$ cat src/rtl/mem_bus_arbiter_pkg.sv
// Shared constants and encodings for the MEM-stage bus arbiter.
// Optional build macro used by the top: MEM_ARB_STALL_CNT_EN.
package mem_arb_pkg;

  // Addresses at or above this go to the peripheral, everything below to RAM.
  localparam logic [31:0] DEF_PERIPH_BASE = 32'h4000_0000;

  // Consecutive refusals a waiting DMA request tolerates before it is forced through.
  localparam int DEF_WAIT_LIMIT = 4;

  // Which requester owns the shared bus in the current cycle.
  typedef enum logic [1:0] {
    SEL_NONE = 2'd0,
    SEL_CPU  = 2'd1,
    SEL_DMA  = 2'd2
  } sel_e;

  // Which target an address maps to.
  typedef enum logic {
    TGT_RAM = 1'b0,
    TGT_PER = 1'b1
  } tgt_e;

  // Unsigned address-space split between RAM and peripheral.
  function automatic tgt_e addr_target(input logic [31:0] addr, input logic [31:0] base);
    return (addr >= base) ? TGT_PER : TGT_RAM;
  endfunction

endpackage

$ cat src/rtl/mem_bus_arbiter_if.sv
// Bundles the CPU port, DMA port and memory-side bus of the MEM-stage arbiter.
// master: the arbiter's view (drives strobes, shared bus, read data, stall, ack).
// slave : the surrounding pipeline, DMA engine and memories.
interface mem_bus_arbiter_if;

  logic        cpu_rd;
  logic        cpu_wr;
  logic [31:0] cpu_addr;
  logic [31:0] cpu_wdata;
  logic [31:0] cpu_rdata;
  logic        cpu_stall;

  logic        dma_req;
  logic        dma_wr;
  logic [31:0] dma_addr;
  logic [31:0] dma_wdata;
  logic [31:0] dma_rdata;
  logic        dma_ack;

  logic        ram_rd;
  logic        ram_wr;
  logic        per_rd;
  logic        per_wr;
  logic [31:0] bus_addr;
  logic [31:0] bus_wdata;
  logic [31:0] ram_rdata;
  logic [31:0] per_rdata;

  modport master (
    input  cpu_rd, cpu_wr, cpu_addr, cpu_wdata,
    output cpu_rdata, cpu_stall,
    input  dma_req, dma_wr, dma_addr, dma_wdata,
    output dma_rdata, dma_ack,
    output ram_rd, ram_wr, per_rd, per_wr, bus_addr, bus_wdata,
    input  ram_rdata, per_rdata
  );

  modport slave (
    output cpu_rd, cpu_wr, cpu_addr, cpu_wdata,
    input  cpu_rdata, cpu_stall,
    output dma_req, dma_wr, dma_addr, dma_wdata,
    input  dma_rdata, dma_ack,
    input  ram_rd, ram_wr, per_rd, per_wr, bus_addr, bus_wdata,
    output ram_rdata, per_rdata
  );

endinterface

$ cat src/rtl/mem_bus_arbiter_decode.sv
// Address decoder for the granted bus address: one-hot RAM / peripheral select.
module mem_arb_decode
  import mem_arb_pkg::*;
#(
  parameter logic [31:0] PERIPH_BASE = DEF_PERIPH_BASE
) (
  input  logic [31:0] addr,
  output logic        ram_sel,
  output logic        per_sel
);

  tgt_e tgt;

  // Classify the address and expand to one-hot selects.
  always_comb begin
    tgt     = addr_target(addr, PERIPH_BASE);
    ram_sel = (tgt == TGT_RAM);
    per_sel = (tgt == TGT_PER);
  end

endmodule

$ cat src/rtl/mem_bus_arbiter.sv
// MEM-stage bus arbiter: shares DataMem/Peripheral between the CPU MEM stage
// and a DMA requester. CPU has priority; a DMA request refused WAIT_LIMIT
// cycles in a row is forced through, stalling the CPU for that cycle.
// Optional build macro MEM_ARB_STALL_CNT_EN adds a saturating stall-cycle
// counter (stall_cnt) with a synchronous clear input (stall_cnt_clr).
module mem_bus_arbiter
  import mem_arb_pkg::*;
#(
  parameter logic [31:0] PERIPH_BASE = DEF_PERIPH_BASE,
  parameter int          WAIT_LIMIT  = DEF_WAIT_LIMIT
) (
  input  logic               clk,
  input  logic               reset,
  mem_bus_arbiter_if.master  bus
`ifdef MEM_ARB_STALL_CNT_EN
  ,
  input  logic               stall_cnt_clr,
  output logic [15:0]        stall_cnt
`endif
);

  localparam logic [3:0] WAIT_LIM = 4'(WAIT_LIMIT);

  logic [3:0]  wait_cnt;
  logic [3:0]  wait_cnt_nxt;
  logic        cpu_req;
  logic        force_dma;
  logic        gnt_cpu;
  logic        gnt_dma;
  sel_e        sel;
  logic [31:0] gnt_addr;
  logic [31:0] gnt_wdata;
  logic        gnt_rd;
  logic        gnt_wr;
  logic        ram_sel;
  logic        per_sel;
  logic [31:0] tgt_rdata;

  // Per-cycle grant; reset suppresses both grants so an in-flight access is dropped.
  always_comb begin
    cpu_req   = bus.cpu_rd | bus.cpu_wr;
    force_dma = (wait_cnt == WAIT_LIM);
    gnt_cpu   = ~reset & cpu_req & ~force_dma;
    gnt_dma   = ~reset & bus.dma_req & (~cpu_req | force_dma);
    sel       = SEL_NONE;
    if (gnt_dma) begin
      sel = SEL_DMA;
    end else if (gnt_cpu) begin
      sel = SEL_CPU;
    end
  end

  // Refusal counter: clears on grant or idle, counts refusals, capped at the limit.
  always_comb begin
    wait_cnt_nxt = wait_cnt;
    if (!bus.dma_req || gnt_dma) begin
      wait_cnt_nxt = '0;
    end else if (wait_cnt < WAIT_LIM) begin
      wait_cnt_nxt = wait_cnt + 4'd1;
    end
  end

  // Refusal counter register.
  always_ff @(posedge clk or posedge reset) begin
    if (reset) begin
      wait_cnt <= '0;
    end else begin
      wait_cnt <= wait_cnt_nxt;
    end
  end

  // Route the granted port onto the shared bus; write wins when both CPU strobes are set.
  always_comb begin
    gnt_addr  = '0;
    gnt_wdata = '0;
    gnt_rd    = 1'b0;
    gnt_wr    = 1'b0;
    case (sel)
      SEL_CPU: begin
        gnt_addr  = bus.cpu_addr;
        gnt_wdata = bus.cpu_wdata;
        gnt_wr    = bus.cpu_wr;
        gnt_rd    = bus.cpu_rd & ~bus.cpu_wr;
      end
      SEL_DMA: begin
        gnt_addr  = bus.dma_addr;
        gnt_wdata = bus.dma_wdata;
        gnt_wr    = bus.dma_wr;
        gnt_rd    = ~bus.dma_wr;
      end
      default: ;
    endcase
  end

  mem_arb_decode #(
    .PERIPH_BASE (PERIPH_BASE)
  ) u_decode (
    .addr    (gnt_addr),
    .ram_sel (ram_sel),
    .per_sel (per_sel)
  );

  // Target strobes, shared bus, zero-latency read return, handshake outputs.
  always_comb begin
    bus.ram_rd    = gnt_rd & ram_sel;
    bus.ram_wr    = gnt_wr & ram_sel;
    bus.per_rd    = gnt_rd & per_sel;
    bus.per_wr    = gnt_wr & per_sel;
    bus.bus_addr  = gnt_addr;
    bus.bus_wdata = gnt_wdata;
    tgt_rdata     = per_sel ? bus.per_rdata : bus.ram_rdata;
    bus.cpu_rdata = (sel == SEL_CPU && gnt_rd) ? tgt_rdata : '0;
    bus.dma_rdata = (sel == SEL_DMA && gnt_rd) ? tgt_rdata : '0;
    bus.dma_ack   = gnt_dma;
    bus.cpu_stall = ~reset & cpu_req & ~gnt_cpu;
  end

`ifdef MEM_ARB_STALL_CNT_EN
  // Saturating count of stalled cycles; clear takes precedence over counting.
  always_ff @(posedge clk or posedge reset) begin
    if (reset) begin
      stall_cnt <= '0;
    end else if (stall_cnt_clr) begin
      stall_cnt <= '0;
    end else if (bus.cpu_stall && stall_cnt != 16'hFFFF) begin
      stall_cnt <= stall_cnt + 16'd1;
    end
  end
`endif

endmodule

$ cat src/flat_wrapper.sv
// flat-port wrapper written by rule: the top's interface ports become plain ports
module mem_bus_arbiter_flat import mem_arb_pkg::*;
#(
  parameter logic [31:0] PERIPH_BASE = DEF_PERIPH_BASE,
  parameter int          WAIT_LIMIT  = DEF_WAIT_LIMIT
)
  (clk, reset, bus_cpu_rd, bus_cpu_wr, bus_cpu_addr, bus_cpu_wdata, bus_cpu_rdata, bus_cpu_stall, bus_dma_req, bus_dma_wr, bus_dma_addr, bus_dma_wdata, bus_dma_rdata, bus_dma_ack, bus_ram_rd, bus_ram_wr, bus_per_rd, bus_per_wr, bus_bus_addr, bus_bus_wdata, bus_ram_rdata, bus_per_rdata);
  mem_bus_arbiter_if bus_i ();
  input  logic clk;
  input  logic reset;
  input wire logic [$bits(bus_i.cpu_rd)-1:0] bus_cpu_rd;
  input wire logic [$bits(bus_i.cpu_wr)-1:0] bus_cpu_wr;
  input wire logic [$bits(bus_i.cpu_addr)-1:0] bus_cpu_addr;
  input wire logic [$bits(bus_i.cpu_wdata)-1:0] bus_cpu_wdata;
  output wire logic [$bits(bus_i.cpu_rdata)-1:0] bus_cpu_rdata;
  output wire logic [$bits(bus_i.cpu_stall)-1:0] bus_cpu_stall;
  input wire logic [$bits(bus_i.dma_req)-1:0] bus_dma_req;
  input wire logic [$bits(bus_i.dma_wr)-1:0] bus_dma_wr;
  input wire logic [$bits(bus_i.dma_addr)-1:0] bus_dma_addr;
  input wire logic [$bits(bus_i.dma_wdata)-1:0] bus_dma_wdata;
  output wire logic [$bits(bus_i.dma_rdata)-1:0] bus_dma_rdata;
  output wire logic [$bits(bus_i.dma_ack)-1:0] bus_dma_ack;
  output wire logic [$bits(bus_i.ram_rd)-1:0] bus_ram_rd;
  output wire logic [$bits(bus_i.ram_wr)-1:0] bus_ram_wr;
  output wire logic [$bits(bus_i.per_rd)-1:0] bus_per_rd;
  output wire logic [$bits(bus_i.per_wr)-1:0] bus_per_wr;
  output wire logic [$bits(bus_i.bus_addr)-1:0] bus_bus_addr;
  output wire logic [$bits(bus_i.bus_wdata)-1:0] bus_bus_wdata;
  input wire logic [$bits(bus_i.ram_rdata)-1:0] bus_ram_rdata;
  input wire logic [$bits(bus_i.per_rdata)-1:0] bus_per_rdata;
  assign bus_i.cpu_rd = bus_cpu_rd;
  assign bus_i.cpu_wr = bus_cpu_wr;
  assign bus_i.cpu_addr = bus_cpu_addr;
  assign bus_i.cpu_wdata = bus_cpu_wdata;
  assign bus_cpu_rdata = bus_i.cpu_rdata;
  assign bus_cpu_stall = bus_i.cpu_stall;
  assign bus_i.dma_req = bus_dma_req;
  assign bus_i.dma_wr = bus_dma_wr;
  assign bus_i.dma_addr = bus_dma_addr;
  assign bus_i.dma_wdata = bus_dma_wdata;
  assign bus_dma_rdata = bus_i.dma_rdata;
  assign bus_dma_ack = bus_i.dma_ack;
  assign bus_ram_rd = bus_i.ram_rd;
  assign bus_ram_wr = bus_i.ram_wr;
  assign bus_per_rd = bus_i.per_rd;
  assign bus_per_wr = bus_i.per_wr;
  assign bus_bus_addr = bus_i.bus_addr;
  assign bus_bus_wdata = bus_i.bus_wdata;
  assign bus_i.ram_rdata = bus_ram_rdata;
  assign bus_i.per_rdata = bus_per_rdata;
  mem_bus_arbiter #(.PERIPH_BASE(PERIPH_BASE), .WAIT_LIMIT(WAIT_LIMIT)) u_core (.clk(clk), .reset(reset), .bus(bus_i));
endmodule
$ cat config.mk
export PLATFORM = sky130hd
export DESIGN_NAME = mem_bus_arbiter_flat
export DESIGN_NICKNAME = d
export VERILOG_FILES = /design/src/rtl/mem_bus_arbiter_pkg.sv /design/src/rtl/mem_bus_arbiter_if.sv /design/src/rtl/mem_bus_arbiter_decode.sv /design/src/rtl/mem_bus_arbiter.sv /design/src/flat_wrapper.sv
export SDC_FILE = /design/constraint.sdc
export NUM_CORES = 1
export LEC_CHECK = 0
export CAP_MARGIN = 15
export CORE_AREA = 2 2 130 132
export CTS_BUF_LIST = sky130_fd_sc_hd__clkbuf_4 sky130_fd_sc_hd__clkbuf_8 sky130_fd_sc_hd__clkbuf_16
export DETAILED_ROUTE_END_ITERATION = 10
export DIE_AREA = 0 0 132 134
export PLACE_DENSITY_LB_ADDON = 0.08
export SYNTH_ARGS = -nofsm -noshare
export SYNTH_HDL_FRONTEND = slang
export SYNTH_SLANG_ARGS = --single-unit
$ cat constraint.sdc
create_clock -name clk -period 3 [get_ports clk]
set_clock_uncertainty 0.1 [all_clocks]
set_input_delay 0.6 -clock clk [delete_from_list [all_inputs] [get_ports clk]]
set_output_delay 0.6 -clock clk [all_outputs]
set_load 0.01 [all_outputs]
==> results of run 1 <==
-- final timing paths --
check / start / endpoint / slack (ns) / depth (start not counted)
worst max-delay path: bus_dma_addr[30] / bus_dma_rdata[29] / 0.04 / 8
worst min-delay path: u_core.wait_cnt[3]$_DFFE_PP0P_ / u_core.wait_cnt[3]$_DFFE_PP0P_ / 0.48 / 2
worst max register to register: u_core.wait_cnt[1]$_DFFE_PP0P_ / u_core.wait_cnt[1]$_DFFE_PP0P_ / 1.13 / 9
worst min register to register: u_core.wait_cnt[3]$_DFFE_PP0P_ / u_core.wait_cnt[3]$_DFFE_PP0P_ / 0.48 / 2
max in group asynchronous: reset / u_core.wait_cnt[2]$_DFFE_PP0P_ / 2.11 / 3
min in group asynchronous: reset / u_core.wait_cnt[0]$_DFFE_PP0P_ / 0.54 / 3
-- through the flow --
| step | setup slack, ns | std cells | hold WS (ns) | setup TNS, ns |
|---|---|---|---|---|
| finish | 0.0427 | 859 | 0.477 | 0 |
| global route | -0.0468 | 859 | 0.511 | -0.0845 |
| CTS | -0.217 | 854 | 0.473 | -0.509 |
| detailed placement | -0.519 | 833 | 0.466 | -52.84 |
| global placement | -0.516 | 833 | 0.458 | -50.47 |
| floorplan | 0.652 | 270 | 0.266 | 0 |
-- layout by cell type (no fill, tap or decap), types with 7 or more instances in the layout --
cell type,netlist,final
buf_12,0,15
buf_6,6,7
dlygate4sd2_1,0,53
buf_2,14,29
clkdlybuf4s15_2,0,24
nand3_1,33,31
clkdlybuf4s50_1,0,194
clkbuf_2,4,13
buf_4,8,43
nor2_1,9,7
a22o_1,64,64
a21boi_1,57,56
o21ai_2,27,24
clkdlybuf4s15_1,0,13
-- timing repair --
item / in CTS / in global routing
gates resized for setup: 310 / 44
setup buffers: 14 / 5
cloned: 4 / 0
endpoints found under the setup margin: 133 / 80
pin swaps: 7 / 1
-- per-layer routing --
metal	up-vias	global-route usage, %
met4	0	3.26
met1	1674	16.8
met2	195	32.5
met3	12	3.02
li1	1800	-
met5	-	0
-- critical path, stage by stage --
cell             delay (ns)
clkdlybuf4s50_1        0.42
or2_4                  0.30
o211a_4                0.17
buf_6                  0.14
buf_4                  0.15
o21ai_2                0.16
a21boi_1               0.08
clkdlybuf4s15_2        0.22
-- area by class of cell --
type | instances | area share, %
Multi-Input combinational cell | 230 | 30.1
Sequential cell | 4 | 1.62
Inverter | 4 | 0.243
Clock buffer | 3 | 1.21
Timing Repair Buffer | 398 | 62.3
Tap cell | 220 | 4.45
-- cells in the mapped netlist, types with 2 or more instances --
| cell type | n |
|---|---|
| a21boi_0 | 7 |
| nor3_1 | 4 |
| a22o_1 | 64 |
| o21ai_0 | 6 |
| buf_4 | 8 |
| nor2_1 | 9 |
| or2_2 | 2 |
| buf_6 | 6 |
| nand3_1 | 33 |
| buf_2 | 14 |
| clkbuf_2 | 4 |
| ha_1 | 2 |
| a21oi_1 | 2 |
| nand2b_1 | 2 |
| inv_1 | 4 |
| a21boi_1 | 57 |
| o21ai_2 | 27 |
| dfrtp_1 | 4 |
-- report_power, final --
part           switching (uW)  internal [uW]  total [uW]  leakage (uW)
Combinational             324            509         833       0.00264
Clock                    35.2            170         205     0.0000370
Sequential               4.15           59.7        63.8     0.0000536
Total                     364            739        1100       0.00273
-- logic make-up after synthesis --
kind of cell    Yosys count  synth area share (%)
compound gates          169                  67.1
xor+xnor                  1                 0.419
fa+ha+maj                 2                  1.20
buf+inv                  37                  11.3
flops                     4                  4.79
simple gates             57                  15.1
==> run metrics, run 1 <==
status finished clean; PortBufs 331; post-placement cell area 5970 sq um; Final Hold Viols 0; grt ovf 0; count of different cell masters after synthesis 33; # rows 47; Setup CP Type input pin to output port; Net count, final between 800 and 900; Hold/Removal Path Class flop to flop; Top Registers u_core.wait_cnt x4; Initial Util approximately an eighth; max-slew headroom at the worst pin 78.8%; Die Y about 130 um; vias in the first global route 3,941; maximum clock frequency 0.338 GHz; Die X-Extent 132 um; synth warn 0; met2 wire length 8190 um; main area contributors after synthesis a22o_1, a21boi_1, o21ai_2; Post-synth ARST share 100%; TritonCTS clock tree built; vias 3,681; gp weighted congestion around 0.8; per-cell routed wire length around 17 um; Slew Viols, Final 0; deepest clock path buffer count 2; Most used DFF post-synth dfrtp_1; CTS H-tree depth 1; CP max FO 4; largest net degree at the start of global routing 31; dpl hpwl 12,100 um; area of the core 16,300 sq um; clock sink count 4; Final Cell Area between 6000 and 7000 sq um; Critical Path RT ~2.3 ns; setup violators final 0; PwrDens 178 nW/um^2; uppermost routed layer met4; fin util 38.0%; Seq/Total Area, Yosys 4.79%; all-layer global routing usage 15.9%; Layout area overhead 196%; VDD IR max 0.000110 V; max FFs per register 4; Crit. End Element output port; wl on met1 between 5000 and 6000 um; clock period minus worst slack 2.96 ns; syn_area_per_cell 7.74 sq um; die area 17,700 sq um; crit share post-route 98.6%; Layout fillers 1,740; top cell type's share of synthesized area a little over a quarter; FF/Latch Area 100 sq um; clk_lat worst skew 0.22 ns; RSZ-0062 raised after global routing yes; Power, Total around 1100 uW; DRT Wirelength 14,900 um; area of the multi-input gates around 1900 sq um; leakage power 0.00273 uW; drt via density 4.29; Synth area leader a22o_1; Largest Register u_core.wait_cnt; root buf cell clkbuf_16; First-pass DRT Iterations 4; antenna violations before repair 1; first-pass GRT wire length about 22,000 um; register bit total from synthesis 4; Post-Syn Nets 470; Post-Syn Area roughly 2100 sq um; DR iter-0 viols 91; met3 WL around 940 um; max_cap viols 0; Tightest Pin Transition 0.318 ns; I/O Pins 332; CTS buffer count 3; clk slew on worst S/H paths 0.03 ns; worst path arrival time 2.26 ns; antenna-violating nets left 0; layout cells sized above 1 a little under 30%; diodes inserted 0; EDFF count, synth 0; CP Launch Type input pin; DRC Markers 0; synthesized instance count 270; CTS Hold Bufs 0
Power figures use the tool's default switching activity.
==> run 2: changes to the inputs <==
Settings changed: TNS_END_PERCENT set to 10.
==> run 2 against run 1 <==
The flow now finishes with violations (setup timing). Die area is the same. Cell area decreased by 3.4%. Clock-buffer cell count stayed put. Global-route usage down 0.40 points. Critical endpoint is now bus_dma_rdata[23]. Sequential power about the same. Via count decreased by 0.92%. Clock power is essentially flat. Combinational power fell by 2%. First-iteration DRC count is 6.6% lower. Sequential cell count stayed put. Worst setup slack worse by 0.079 ns.
==> run metrics, run 2 (synthesis results as in run 1) <==
status complete, but fails checks; failing checks setup timing; setup violators final 8 (+8); layout cells sized above 1 29.6% (+0.21 points); worst path arrival time 2.34 ns (+0.08 ns); Setup WS post-layout -0.0361 ns (-0.0788 ns); vias in the first global route 3,898 (-1.1%); Net count, final 833 (-0.95%); Final Cell Area 5970 sq um (-3.4%); PwrDens 181 nW/um^2 (+1.6%); Layout fillers 1,754 (+0.80%); worst r2r src u_core.wait_cnt[1]$_DFFE_PP0P_; Hold/Removal Path Class input pin to asynchronous set/reset pin; Initial Util 12.8% (unchanged); clock sink count 4 (unchanged); post-placement cell area 5970 sq um (unchanged); deepest clock path buffer count 2 (unchanged); max-slew headroom at the worst pin 79.1% (+0.37 points); CTS Hold Bufs 0 (unchanged); Layout area overhead 186%; Slew Viols, Final 0 (unchanged); Sw Pwr 360 uW (-1.1%); Worst Setup EP bus_dma_rdata[23]; diodes inserted 0 (unchanged); RSZ-0062 raised after global routing yes; clock share of power 18.9% (+0.3 points); Worst Reg2Reg Path Length in Cells 8 (-1); VDD IR max 0.000110 V (-0.11%); per-cell routed wire length 17.2 um (-1.3%); die area 17,700 sq um (unchanged); all-layer global routing usage 15.5% (-0.40 points); antenna violations before repair 0 (-1); reg2reg end u_core.wait_cnt[1]$_DFFE_PP0P_; CP max FO 7 (+3); CTS buffer count 3 (unchanged); Sw Ratio 33.3% (+0.28 points); Top Registers u_core.wait_cnt x4; vias 3,647 (-0.92%); leakage power 0.00271 uW (-0.79%); CP Launch Type input pin; Tightest Pin Transition 0.313 ns (-0.00558 ns); DRC Markers 0 (unchanged); max_cap viols 0 (unchanged); Final Hold Viols 0 (unchanged); area of the core 16,300 sq um (unchanged); drt via density 4.29 (about the same); Critical Path RT 2.30 ns (about the same); Setup CP Type input pin to output port; clk slew on worst S/H paths 0.03 ns (about the same); clock period minus worst slack 3.04 ns (+0.0788 ns); Die X-Extent 132 um (unchanged); Crit. End Element output port; highest-count cells in the layout ignoring fill and taps clkdlybuf4s50_1, a22o_1, dlygate4sd2_1; I/O Pins 332 (unchanged); most common cell after layout, fill and taps aside clkdlybuf4s50_1; flop2flop setup slack 1.11 ns (-0.02 ns); Largest Register u_core.wait_cnt; Die Y 134 um (unchanged); worst setup path startpoint bus_dma_addr[31]; maximum clock frequency 0.329 GHz (-2.6%); clk_lat worst skew 0.22 ns (about the same); max FFs per register 4 (unchanged); TritonCTS clock tree built; # rows 47 (unchanged); dpl hpwl 12,100 um (unchanged); PortBufs 331 (unchanged); First-pass DRT Iterations 4 (unchanged); antenna-violating nets left 0 (unchanged); Total Neg Setup Slack -0.124 ns (-0.124 ns); root buf cell clkbuf_16; grt ovf 0 (unchanged); crit share post-route 101% (+2.6 points); CTS H-tree depth 1 (unchanged); sequential power share 5.9% (about the same); first-pass GRT wire length 21,700 um (-2.1%); gp weighted congestion 0.803 (unchanged); DRT Wirelength 14,600 um (-2.2%); P_int 722 uW (-2.3%); DR iter-0 viols 85 (-6.6%); largest net degree at the start of global routing 31 (unchanged); Gate power share 75.2% (-0.4 points)
==> run 2: changes by cell type in the layout (fill, tap and decap cells not counted), sizes merged <==
cell	previous run	this run
clkdlybuf4s15	37	9
buf	98	71
dlymetal6s2s	3	4
dlygate4sd2	53	59
clkbuf	16	56
==> run 2: what timing repair did <==
| item | CTS | global route |
|---|---|---|
| resized for setup | 205 | 123 |
| gates cloned | 3 | 0 |
| hold endpoints to repair | 0 | 0 |
| buffers inserted | 8 | 4 |
| endpoints found under the setup margin | 133 | 110 |
| pin swaps | 5 | 2 |
==> run 2: power groups by stage <==
stage	Combinational, uW	Sequential [uW]	Clock, uW
4_1_cts	820	63.8	207
3_3_place_gp	850	64.0	0
6_report	813	63.9	204
5_1_grt	874	64.2	213
3_5_place_dp	850	64.4	0
2_1_floorplan	296	64.2	0
==> run 2: per-stage QoR <==
step           hold slack, ns  power (uW)  utilization (%)  instances  setup slack, ns
6_report                0.363        1080             36.7        851          -0.0361
5_1_grt                 0.385        1150             36.7        851           -0.165
4_1_cts                 0.473        1090             37.6        847           -0.249
3_5_place_dp            0.466         915             36.6        833           -0.519
3_3_place_gp            0.458         914             36.6        833           -0.516
2_1_floorplan           0.266         360                -        270            0.652
==> run 2: final cells by class <==
type	instances	area (sq um)	area share (%)
Clock buffer	3	75.1	1.26
Timing Repair Buffer	390	3630	60.9
Sequential cell	4	100	1.68
Tap cell	220	275	4.61
Inverter	4	15.0	0.251
Multi-Input combinational cell	230	1870	31.3
==> run 2: how the worst min path moves through the flow <==
stage | from | to | slack, ns | depth (start not counted)
2_1_floorplan | reset | u_core.wait_cnt[0]$_DFFE_PP0P_ | 0.27 | 1
3_3_place_gp | u_core.wait_cnt[3]$_DFFE_PP0P_ | u_core.wait_cnt[3]$_DFFE_PP0P_ | 0.46 | 2
3_5_place_dp | u_core.wait_cnt[3]$_DFFE_PP0P_ | u_core.wait_cnt[3]$_DFFE_PP0P_ | 0.47 | 2
4_1_cts | u_core.wait_cnt[3]$_DFFE_PP0P_ | u_core.wait_cnt[3]$_DFFE_PP0P_ | 0.47 | 2
5_1_grt | reset | u_core.wait_cnt[3]$_DFFE_PP0P_ | 0.39 | 3
6_report | reset | u_core.wait_cnt[0]$_DFFE_PP0P_ | 0.36 | 3
==> run 2: per-layer routing <==
metal / vias up / share of wire [%] / GRT usage (%)
met5: - / 0 / 0
met4: 0 / 1.5 / 3.44
met3: 14 / 6.4 / 3.17
met2: 199 / 55 / 31.5
met1: 1649 / 38 / 16.3
li1: 1785 / - / -
==> run 2: critical path, stage by stage <==
cell             delay, ns
clkdlybuf4s50_1       0.42
or2_4                 0.29
o211ai_4              0.13
buf_12                0.14
buf_12                0.11
buf_6                 0.13
nand3_1               0.11
a21boi_1              0.14
clkdlybuf4s15_2       0.25
